[src/rtl/dma_lite_pkg.sv]
// Shared constants, state encoding and helpers for the DMA control-register initiator.
// Latency: n/a (declarations only).
// Backpressure: n/a.
package dma_lite_pkg;

  // Register indices on the DMA control slave
  localparam logic REG_ADDR    = 1'b0;
  localparam logic REG_CMDSTAT = 1'b1;

  // Command word bit positions
  localparam int CMD_DIR = 31;
  localparam int CMD_GO  = 30;

  // Status word bit positions
  localparam int ST_RD_BUSY = 15;
  localparam int ST_WR_BUSY = 14;

  // Transfer direction encoding
  localparam logic DIR_READ  = 1'b0;
  localparam logic DIR_WRITE = 1'b1;

  typedef enum logic [2:0] {
    ST_IDLE,
    ST_WR_ADDR,
    ST_WR_CMD,
    ST_POLL_AR,
    ST_POLL_R,
    ST_GAP,
    ST_FIN
  } state_e;

  // Command register value: direction plus the go bit
  function automatic logic [31:0] cmd_word(input logic dir);
    logic [31:0] w;
    w          = '0;
    w[CMD_DIR] = dir;
    w[CMD_GO]  = 1'b1;
    return w;
  endfunction

  // Busy bit that belongs to the direction in flight
  function automatic logic watched_busy(input logic dir, input logic [31:0] status);
    return (dir == DIR_WRITE) ? status[ST_WR_BUSY] : status[ST_RD_BUSY];
  endfunction

endpackage

[src/rtl/dma_lite_cmd_master_lite_write_txn.sv]
// One AXI-Lite single-beat write (AW + W, then B) held active while start_i is high.
// Latency: AW/W issued the cycle start_i is seen; done_o pulses on the B handshake.
// Backpressure: AW and W each hold until their own ready; bready only after both accepted.
module lite_write_txn (
  input  logic        clk_i,
  input  logic        rst_ni,
  input  logic        start_i,
  input  logic        addr_i,
  input  logic [31:0] data_i,
  output logic        done_o,
  output logic [1:0]  resp_o,
  output logic        awaddr_o,
  output logic        awvalid_o,
  input  logic        awready_i,
  output logic [31:0] wdata_o,
  output logic        wvalid_o,
  input  logic        wready_i,
  input  logic [1:0]  bresp_i,
  input  logic        bvalid_i,
  output logic        bready_o
);

  logic aw_done_q, aw_done_d;
  logic w_done_q, w_done_d;

  // Address and data come straight from the caller, which keeps them stable for the whole write
  assign awaddr_o  = addr_i;
  assign wdata_o   = data_i;
  assign awvalid_o = start_i & ~aw_done_q;
  assign wvalid_o  = start_i & ~w_done_q;
  assign bready_o  = start_i & aw_done_q & w_done_q;
  assign done_o    = bvalid_i & bready_o;
  assign resp_o    = bresp_i;

  // Track which of AW/W has been accepted; clear when the write ends or is abandoned
  always_comb begin
    aw_done_d = aw_done_q;
    w_done_d  = w_done_q;
    if (!start_i || done_o) begin
      aw_done_d = 1'b0;
      w_done_d  = 1'b0;
    end else begin
      if (awvalid_o && awready_i) aw_done_d = 1'b1;
      if (wvalid_o && wready_i)   w_done_d  = 1'b1;
    end
  end

  // Handshake flag registers
  always_ff @(posedge clk_i or negedge rst_ni) begin
    if (!rst_ni) begin
      aw_done_q <= 1'b0;
      w_done_q  <= 1'b0;
    end else begin
      aw_done_q <= aw_done_d;
      w_done_q  <= w_done_d;
    end
  end

endmodule

[src/rtl/dma_lite_cmd_master.sv]
// Programs DMA target address and command over AXI-Lite, then polls status until the busy bit clears.
// Latency: accept -> done in 8 cycles with a zero-wait slave and an idle first poll.
// Backpressure: cmd_ready only in IDLE; every AXI valid holds until its handshake.
module dma_lite_cmd_master
  import dma_lite_pkg::*;
#(
  parameter int unsigned POLL_GAP = 16,
  parameter int unsigned TIMEOUT  = 0
) (
  input  logic        m_axi_lite_aclk,
  input  logic        axi_resetnn,
  input  logic        cmd_valid,
  output logic        cmd_ready,
  input  logic        cmd_dir,
  input  logic [31:0] cmd_addr,
  output logic        done,
  output logic        err,
  output logic        busy,
  output logic [15:0] last_status,
  output logic        m_axi_lite_awaddr,
  output logic        m_axi_lite_awvalid,
  input  logic        m_axi_lite_awready,
  output logic [31:0] m_axi_lite_wdata,
  output logic        m_axi_lite_wvalid,
  input  logic        m_axi_lite_wready,
  input  logic [1:0]  m_axi_lite_bresp,
  input  logic        m_axi_lite_bvalid,
  output logic        m_axi_lite_bready,
  output logic        m_axi_lite_araddr,
  output logic        m_axi_lite_arvalid,
  input  logic        m_axi_lite_arready,
  input  logic [31:0] m_axi_lite_rdata,
  input  logic        m_axi_lite_rvalid,
  output logic        m_axi_lite_rready
);

  // GAP lasts at least one cycle, so POLL_GAP=0 behaves like a single-cycle gap
  localparam logic [31:0] GAP_LAST = (POLL_GAP == 0) ? 32'd0 : 32'(POLL_GAP - 1);
  localparam logic [31:0] TMO_LAST = (TIMEOUT == 0) ? 32'd0 : 32'(TIMEOUT - 1);
  localparam bit          TMO_EN   = (TIMEOUT != 0);

  state_e      state_q, state_d;
  logic        dir_q, dir_d;
  logic [31:0] addr_q, addr_d;
  logic        err_q, err_d;
  logic [15:0] last_status_q, last_status_d;
  logic [31:0] gap_cnt_q, gap_cnt_d;
  logic [31:0] tmo_cnt_q, tmo_cnt_d;

  logic        wr_start;
  logic        wr_idx;
  logic [31:0] wr_data;
  logic        wr_done;
  logic [1:0]  wr_resp;
  logic        timeout_hit;

  // Both register writes share one write engine; the state selects which register and payload
  assign wr_start = (state_q == ST_WR_ADDR) || (state_q == ST_WR_CMD);
  assign wr_idx   = (state_q == ST_WR_CMD) ? REG_CMDSTAT : REG_ADDR;
  assign wr_data  = (state_q == ST_WR_CMD) ? cmd_word(dir_q) : addr_q;

  lite_write_txn u_wr (
    .clk_i     (m_axi_lite_aclk),
    .rst_ni    (axi_resetnn),
    .start_i   (wr_start),
    .addr_i    (wr_idx),
    .data_i    (wr_data),
    .done_o    (wr_done),
    .resp_o    (wr_resp),
    .awaddr_o  (m_axi_lite_awaddr),
    .awvalid_o (m_axi_lite_awvalid),
    .awready_i (m_axi_lite_awready),
    .wdata_o   (m_axi_lite_wdata),
    .wvalid_o  (m_axi_lite_wvalid),
    .wready_i  (m_axi_lite_wready),
    .bresp_i   (m_axi_lite_bresp),
    .bvalid_i  (m_axi_lite_bvalid),
    .bready_o  (m_axi_lite_bready)
  );

  assign timeout_hit = TMO_EN && (tmo_cnt_q >= TMO_LAST);

  assign cmd_ready          = (state_q == ST_IDLE);
  assign busy               = (state_q != ST_IDLE);
  assign done               = (state_q == ST_FIN);
  assign err                = (state_q == ST_FIN) && err_q;
  assign last_status        = last_status_q;
  assign m_axi_lite_araddr  = REG_CMDSTAT;
  assign m_axi_lite_arvalid = (state_q == ST_POLL_AR);
  assign m_axi_lite_rready  = (state_q == ST_POLL_R);

  // Sequencer: next state, latched command, poll gap and timeout counters
  always_comb begin
    state_d       = state_q;
    dir_d         = dir_q;
    addr_d        = addr_q;
    err_d         = err_q;
    last_status_d = last_status_q;
    gap_cnt_d     = gap_cnt_q;
    tmo_cnt_d     = tmo_cnt_q;
    unique case (state_q)
      ST_IDLE: begin
        if (cmd_valid) begin
          dir_d   = cmd_dir;
          addr_d  = cmd_addr;
          err_d   = 1'b0;
          state_d = ST_WR_ADDR;
        end
      end
      ST_WR_ADDR: begin
        if (wr_done) begin
          if (wr_resp != 2'b00) begin
            err_d   = 1'b1;
            state_d = ST_FIN;
          end else begin
            state_d = ST_WR_CMD;
          end
        end
      end
      ST_WR_CMD: begin
        if (wr_done) begin
          if (wr_resp != 2'b00) begin
            err_d   = 1'b1;
            state_d = ST_FIN;
          end else begin
            tmo_cnt_d = '0;
            state_d   = ST_POLL_AR;
          end
        end
      end
      ST_POLL_AR: begin
        tmo_cnt_d = tmo_cnt_q + 32'd1;
        // An AR accepted this cycle wins over the timeout so no read is left dangling
        if (m_axi_lite_arready) begin
          state_d = ST_POLL_R;
        end else if (timeout_hit) begin
          err_d   = 1'b1;
          state_d = ST_FIN;
        end
      end
      ST_POLL_R: begin
        tmo_cnt_d = tmo_cnt_q + 32'd1;
        if (m_axi_lite_rvalid) begin
          last_status_d = m_axi_lite_rdata[15:0];
          if (watched_busy(dir_q, m_axi_lite_rdata)) begin
            gap_cnt_d = '0;
            state_d   = ST_GAP;
          end else begin
            state_d = ST_FIN;
          end
        end
      end
      ST_GAP: begin
        tmo_cnt_d = tmo_cnt_q + 32'd1;
        if (timeout_hit) begin
          err_d   = 1'b1;
          state_d = ST_FIN;
        end else if (gap_cnt_q >= GAP_LAST) begin
          state_d = ST_POLL_AR;
        end else begin
          gap_cnt_d = gap_cnt_q + 32'd1;
        end
      end
      ST_FIN: begin
        state_d = ST_IDLE;
      end
      default: begin
        state_d = ST_IDLE;
      end
    endcase
  end

  // State and datapath registers
  always_ff @(posedge m_axi_lite_aclk or negedge axi_resetnn) begin
    if (!axi_resetnn) begin
      state_q       <= ST_IDLE;
      dir_q         <= DIR_READ;
      addr_q        <= '0;
      err_q         <= 1'b0;
      last_status_q <= '0;
      gap_cnt_q     <= '0;
      tmo_cnt_q     <= '0;
    end else begin
      state_q       <= state_d;
      dir_q         <= dir_d;
      addr_q        <= addr_d;
      err_q         <= err_d;
      last_status_q <= last_status_d;
      gap_cnt_q     <= gap_cnt_d;
      tmo_cnt_q     <= tmo_cnt_d;
    end
  end

endmodule

[config.mk]
export PLATFORM = sky130hd
export DESIGN_NAME = dma_lite_cmd_master
export DESIGN_NICKNAME = d
export VERILOG_FILES = /design/src/rtl/dma_lite_pkg.sv /design/src/rtl/dma_lite_cmd_master_lite_write_txn.sv /design/src/rtl/dma_lite_cmd_master.sv
export SDC_FILE = /design/constraint.sdc
export NUM_CORES = 1
export LEC_CHECK = 0
export CORE_UTILIZATION = 40
export DETAILED_ROUTE_END_ITERATION = 8
export PLACE_DENSITY_LB_ADDON = 0.05
export SYNTH_ARGS = -nofsm -noshare
export SYNTH_HDL_FRONTEND = slang
export SYNTH_SLANG_ARGS = --single-unit
[constraint.sdc]
create_clock -name m_axi_lite_aclk -period 3.9 [get_ports m_axi_lite_aclk]
set_clock_uncertainty 0.1 [all_clocks]
set_input_delay 1.17 -clock m_axi_lite_aclk [delete_from_list [all_inputs] [get_ports m_axi_lite_aclk]]
set_output_delay 1.17 -clock m_axi_lite_aclk [all_outputs]
set_load 0.005 [all_outputs]
### Word level (Yosys, flattened, before mapping)

Cells that the tools add are included.

| storage, ports and cells | value |
|---|---|
| input bits | 75 |
| output and inout bits | 59 |
| bits in registers | 87 |

| cells by class | value |
|---|---|
| order comparisons | 1 |
| reduce and logical (&&, ||, !) cells | 19 |
| add/subtract/negate cells | 1 |
| bitwise gates (word level) | 7 |
| multiplexer cells | 25 |
| equality and inequality tests | 16 |

Operators with widths:

| kind | count |
|---|---|
| $mux W32 | 4 |
| $pmux W32 S2 | 1 |
| $add A32 B1 Y32 const B | 1 |
| $ge A32 B4 Y1 const B | 1 |
| $mux W3 | 8 |
| $pmux W3 S6 | 1 |
| $ne A2 B1 Y1 const B | 6 |
| $reduce_bool A2 Y1 | 5 |
| $eq A3 B3 Y1 const B | 3 |
| $mux W1 | 9 |
| $ne A2 B2 Y1 const B | 4 |
| $reduce_and A4 Y1 | 2 |
| $eq A3 B2 Y1 const B | 2 |
| $reduce_and A6 Y1 | 1 |
| $and A1 B1 Y1 | 5 |
| $reduce_and A2 Y1 | 2 |
| $eq A3 B1 Y1 const B | 1 |
| $logic_and A1 B1 Y1 | 3 |
| $logic_not A3 Y1 | 1 |
| $reduce_bool A3 Y1 | 1 |
| $logic_or A1 B1 Y1 | 2 |
| $mux W2 | 1 |
| $not A1 Y1 | 2 |
| $pmux W1 S2 | 1 |
| other kinds (2) | 2 |

### Longest topological paths before layout

Gate-level depths: netlist of the first run.

| depth | value |
|---|---|
| depth in word-level cells | 7 |
| gate-level depth with buffers | 7 |

### By module

From an unflattened synthesis of the first run, not the netlist that was laid out.

| second synthesis, totals | value |
|---|---|
| cells, all modules | 322 |
| area, all modules | 4006.3 um^2 |

Modules (own cells, without submodules):

| module | cells an instance | seq. area each (um^2) | area each (um^2) | instances |
|---|---|---|---|---|
| dma_lite_cmd_master | 277 | 2127.0 | 3638.5 | 1 |
| lite_write_txn | 45 | 50.0 | 367.9 | 1 |

### Worst setup path before layout of the first run

Ideal clock, no wire load.

| timing path | value |
|---|---|
| path type | reg-to-output |
| from | register state_q[0] |
| to | output m_axi_lite_wdata[30] |
| required time | 2630 ps |
| slack | 1135 ps |
| arrival time | 1495 ps |
| stages on the path, launching flop included | 5 |
| cells stage by stage | dfrtp_1 > buf_2 > nor3b_1 > clkbuf_1 > or2_2 |

| between the ends | value |
|---|---|
| longest elaborated chain between the ends | 2 |

Ends and longest elaborated chain:

| item | RTL line | source |
|---|---|---|
| start: declaration | dma_lite_cmd_master.sv:42 | `state_e state_q, state_d;` |
| start signal: assignment | dma_lite_cmd_master.sv:184 | `state_q <= state_d;` |
| $eq A3 B2 Y1 | n/a |  |
| $mux W32 | dma_lite_cmd_master.sv:60 | `assign wr_data = (state_q == ST_WR_CMD) ? cmd_word(dir_q) : addr_q;` |
| end: declaration | dma_lite_cmd_master.sv:23 | `output logic [31:0] m_axi_lite_wdata,` |

No other way between the ends.

### Worst setup path after layout of the first run

| timing path | value |
|---|---|
| from | register state_q[1] |
| to | output m_axi_lite_wdata[31] |

The elaborated chain is that of the path after synthesis.

==> impl_results.md, run 1 <==
* Pwr Total at 0.003667 W
* First-pass GRT wire length at 12.56 mm
* Fmax at about 290 MHz
* Final non-filler cell area at ~5100 sq um
* IO Pins at roughly 130
* Synth Flop Type: dfrtp_1
* Pin count of the biggest net entering global routing at 59
* WL final at 7.309 mm
* Share of layout cells above drive strength 1 at 0.2054
* Layout area overhead at 38.84%
* Placed Area at 4955 sq um
* R2r setup slk at 1820 ps
* Routed Antenna Nets at 0
* Layout Nets at about 480
* Stages on worst setup path at 4
* RSZ-0062 raised after global routing: false
* WP buf/inv at 2
* Synth top area share at 0.5876
* Mux cell area share after synthesis at 0.1574
* Fin crit share at 0.8935
* Antenna diodes at 0
* Iteration-0 DRC count of the detailed router at 76
* CP cell instances: nor3b_2 -> buf_4 -> mux2_2 -> clkdlybuf4s50_1
* CP startpoint kind: flip-flop
* Path depth of the worst reg2reg path at 7
* Post-CTS Setup Repair Bufs at 0
* TritonCTS clock tree: yes
* Synth warn at 0
* Via density at 4.816
* #FFs+latches synth at 87
* Vias in the first global route at 2593
* Synthesized area at between 3000 and 4000 sq um
* Fraction of registers with async set/reset at 1.000
* Die height at between 90 and 100 microns
* Slowest-stage cell, CP: dfrtp_1
* Seq/Total Area, Yosys at 0.5876
* Failing checks: design-rule violations
* Placer Congestion at 0.6899
* Final Hold Vio Count at 0
* Lkg Pwr at 2.259 nW
* Core ar. at 8848 sq um
* Ranking of synthesized cells by area: dfrtp_1 (59%), mux2_2 (15%), and2_1 (5.1%)
* Routed len/inst at 14.14 microns
* Clock latency at the later pin of the worst-skew pair at approximately 340 ps
* Net Count, Synth at around 360
* CP Capture Type: output pin
* Clk pin slew, worst setup/hold paths at 80 ps
* Cts hold-fix bufs at 0
* XOR/XNOR Fraction of Synth Area at 0.002364
* Slew @ Worst Pin at just over 700 ps
* Setup_tns at 0 ps
* Count of cell types in the netlist at 41
* Complex-gate fraction of the synthesized area at 0.03040
* Total track usage at 0.1653
* Synth Area in Adders at 0.006079
* Worst slew margin at 0.5165
* DR pass1 iterations at 6
* Critical path arrival at 2210 ps
* Tmin final at approximately 3500 ps
* DIE AREA at slightly below 10000 sq um
* Initial antenna violation count at 0
* Initial core utilization at 0.4187
* CP peak stage delay at just under 600 ps
* Worst EP required at 2630 ps
* Chip width at 98.24 microns
* Worst hold stages at 1
* Setup CP Type: flip-flop to output pin
* Mean Syn Cell Area at 12.91 sq um
* Synth Area in Simple Gates at 0.1807
* Peak supply drop at approximately 0.35 mV
* Total CTS buffers at 9
* Cell Rows at 34
* Hold_ws at 389.6 ps
* PwrDens at around 700 nW/um^2
* DR vias at roughly 2500
* Status: finished with violations
* Root buffer cell: clkbuf_8
* Most frequent cell after synthesis: dfrtp_1
* Final setup fails at 0
* Detailed placer's ending HPWL at 5.144 mm
* Post-synth EDFFs at 0
* Cells after synthesis at 287
* Fin util at 0.5813
* Post-CTS sizing at 0
* Delay-heaviest family, CP: buffers and inverters
* Post-route DRC at 11
* Gr ovfl total at 0
* Worst hold path class: flip-flop to flip-flop
* Largest family of logic cells by synthesized area: simple AND/OR/NAND/NOR gates
* Clock buffer depth at 2
* Fin. max-slew vios at 0
* Crit path max fanout at 12
* Max-cap viol count at 0
* H-tree Lvls at 3
* Cell taking the most area after synthesis: dfrtp_1
* Post-synth top cells: dfrtp_1 (87), mux2_2 (49), and2_1 (30), nor2b_1 (30)
* Port bufs at 116
* Clock sinks at 87
worst register-to-register path: stages (launching register included):
cell	delay, ps
dfrtp_1	530
nor2_1	300
and3_1	200
buf_4	250
nand2b_1	100
buf_4	220
a31oi_1	180
o21ai_1	80
state kept, by name (all words and copies together) (netlist names):
register	count
gap_cnt_q	32
state_q	3
u_wr.aw_done_q	1
dir_q	1
err_q	1
u_wr.w_done_q	1
addr_q	32
last_status	16
where the power goes:
part,switching [W],internal (W)
registers,0.000169,0.00120
logic,0.000573,0.00111
clock network,0.000302,0.000311
worst paths after layout:
path,from,to
hold / removal,gap_cnt_q[19],gap_cnt_q[19]
setup reg to reg,state_q[0],gap_cnt_q[2]
min in group asynchronous,axi_resetnn,addr_q[24]
setup / recovery,state_q[1],m_axi_lite_wdata[31]
max in group asynchronous,axi_resetnn,last_status[14]
hold reg to reg,gap_cnt_q[19],gap_cnt_q[19]
cell usage in the layout (no fill, tap or decap), types with 3 or more instances in the layout:
cell type,synthesis,final
nor4_1,3,3
clkbuf_8,0,10
a31oi_1,4,4
clkdlybuf4s50_1,0,115
and3_1,3,3
and2_1,30,30
inv_1,3,3
mux2_2,49,49
nand2_1,4,4
nand3_1,6,6
buf_4,4,10
dfrtp_1,87,87
nor4_2,4,4
o21ai_0,5,5
nor2_1,7,7
nor2b_1,30,30
or2_2,3,3
cell type report:
cell class,count,area [sq um]
Timing Repair Buffer,125,1226
Multi-Input combinational cell,179,1405
Inverter,3,11.26
Sequential cell,87,2177
Clock buffer,12,145.1
Tap cell,108,135.1
Clock inverter,3,43.79
Fill cell,740,3705
cells by family after synthesis:
logic type      Yosys count
fa+ha+maj                 2
flops                    87
other cells               1
xor+xnor                  1
buf+inv                  21
simple gates            105
mux                      52
compound gates           18
layer usage:
metal,GRT usage,up-vias,part of all wire
met5,0,-,0
met4,0.06889,0,0.013
met3,0.03006,8,0.057
met2,0.2665,64,0.47
met1,0.2208,1205,0.46
li1,-,1213,-
per-stage QoR:
stage / worst slack, ps / std cells
final: 415.4 / 517
after global routing: 287.1 / 517
after CTS: 385.6 / 517
after detailed placement: 770.3 / 502
after global placement: 781.6 / 502
after floorplan: 1135 / 287
No activity file was read; power rests on OpenSTA's default activity.
==> run 2, diff against run 1 <==
--- a/config.mk
+++ b/config.mk
@@ -7,7 +7,8 @@
 export LEC_CHECK = 0
 export CORE_UTILIZATION = 40
 export DETAILED_ROUTE_END_ITERATION = 8
-export PLACE_DENSITY_LB_ADDON = 0.05
+export GPL_TIMING_DRIVEN = 1
+export PLACE_DENSITY = 0.73
 export SYNTH_ARGS = -nofsm -noshare
 export SYNTH_HDL_FRONTEND = slang
 export SYNTH_SLANG_ARGS = --single-unit
==> impl_results.md, run 2 (synthesized netlist as in run 1, its figures left out) <==
* CP Capture Type: output pin
* Setup_tns at 0 ps
* First-pass GRT wire length at 12.30 mm
* Worst slew margin at 0.2927
* Met3 usage at 0.03508
* Vias in the first global route at 2519
* Status: finished with violations
* Routed len/inst at about 14 microns
* Root buffer cell: clkbuf_8
* Core ar. at 8848 sq um
* CP cell instances: nor3b_2 -> buf_4 -> mux2_2 -> clkdlybuf4s50_1
* Layout fillers at roughly 760
* Clock buffer depth at 2
* IO Pins at roughly 130
* Setup CP Type: flip-flop to output pin
* PwrDens at 709.6 nW/um^2
* Pin count of the biggest net entering global routing at 88
* Slowest-stage cell, CP: dfrtp_1
* CP startpoint kind: flip-flop
* Post-CTS Setup Repair Bufs at 0
* Layout area overhead at 37.69%
* Critical path arrival at around 2300 ps
* Fin crit share at 0.9098
* CP peak stage delay at 590 ps
* Worst EP required at ~2600 ps
* Max-cap viol count at 0
* Final setup fails at 0
* Detailed placer's ending HPWL at 5.177 mm
* GR Util met1 at 0.2155
* DR vias at 2517
* Failing checks: design-rule violations
* Worst slack at placement at 730.9 ps
* Busiest grt layer: met2
* Met2 GRT Util at 0.2530
* Cts hold-fix bufs at 0
* Placer Congestion at approximately 0.72
* Layout Nets at 478
* Via density at between 4 and 5
* RSZ-0062 raised after global routing: false
* DIE AREA at 9651 sq um
* Cell Rows at 34
* Die height at 98.24 microns
* Fin. max-slew vios at 0
* Crit path max fanout at 20
* Iteration-0 DRC count of the detailed router at slightly above 80
* Initial core utilization at 0.4187
* WL final at 7.356 mm
* Pwr Total at 0.003620 W
* Slew @ Worst Pin at 1061 ps
* Share of layout cells above drive strength 1 at 0.2044
* Clk pin slew, worst setup/hold paths at 90 ps
* DR pass1 iterations at 6
* Total CTS buffers at 9
* Lkg Pwr at ~2.2 nW
* Post-CTS sizing at 0
* Clock latency at the later pin of the worst-skew pair at 360 ps
* Total track usage at 0.1615
* Hold_ws at 384.5 ps
* Gr ovfl total at 0
* Routed Antenna Nets at 0
* Fmax at between 200 and 300 MHz
* Port bufs at 116
* Tmin final at between 3000 and 4000 ps
* TritonCTS clock tree: yes
* Peak supply drop at 0.2249 mV
* Antenna diodes at 0
* Worst hold path class: flip-flop to flip-flop
* Final setup margin at 351.7 ps
* Final Hold Vio Count at 0
* Post-route DRC at 16
* Clock sinks at 87
* Initial antenna violation count at 0
* H-tree Lvls at 3
* Commonest non-fill, non-tap cell in the layout: clkdlybuf4s50_1
* Chip width at 98.24 microns
* Most frequent cells in the layout: clkdlybuf4s50_1 (115), dfrtp_1 (87), mux2_2 (49), and2_1 (30), nor2b_1 (30)
==> run 2: worst max-delay path: cells and delay by family (launching register included) <==
| kind | cells | cell delay, ps |
|---|---|---|
| multiplexers | 1 | 370 |
| buffers and inverters | 2 | 720 |
| flip-flops | 1 | 590 |
| AND/OR/NAND/NOR | 1 | 230 |
==> run 2: worst paths after layout <==
path / start / end / cells past startpoint / slack [ps]
max in group asynchronous: axi_resetnn / gap_cnt_q[10] / 1 / 2120
min in group asynchronous: axi_resetnn / addr_q[27] / 1 / 890
min reg2reg: addr_q[28] / addr_q[28] / 1 / 380
min: addr_q[28] / addr_q[28] / 1 / 380
max: state_q[1] / m_axi_lite_wdata[31] / 4 / 350
max reg2reg: state_q[1] / gap_cnt_q[2] / 5 / 1670
==> run 2: layer usage <==
| metal | vias to the layer above | share of wire |
|---|---|---|
| met5 | - | 0 |
| met4 | 0 | 0.011 |
| met3 | 7 | 0.075 |
| met2 | 90 | 0.46 |
| met1 | 1210 | 0.46 |
| li1 | 1210 | - |
==> run 2: final cells by class <==
cell class	count	area, sq um	area share
Sequential cell	87	2177	0.4268
Multi-Input combinational cell	179	1405	0.2754
Timing Repair Buffer	122	1204	0.2360
Tap cell	108	135.1	0.02649
Clock buffer	9	123.9	0.02428
Clock inverter	6	45.04	0.008830
Inverter	3	11.26	0.002208
==> run 2: per-stage QoR <==
step                      cells  cell area, sq um    util
after floorplan             287              3705       -
after global placement      499              4932  0.5574
after detailed placement    499              4932  0.5574
after CTS                   514              5101  0.5765
after global routing        514              5101  0.5765
final                       514              5101  0.5765
==> run 2: where the power goes <==
group | internal, W | switching, W | total [W]
combinational | 0.00110 | 0.000577 | 0.00168
clock | 0.000231 | 0.000332 | 0.000564
sequential | 0.00120 | 0.000171 | 0.00137
total | 0.00254 | 0.00108 | 0.00362
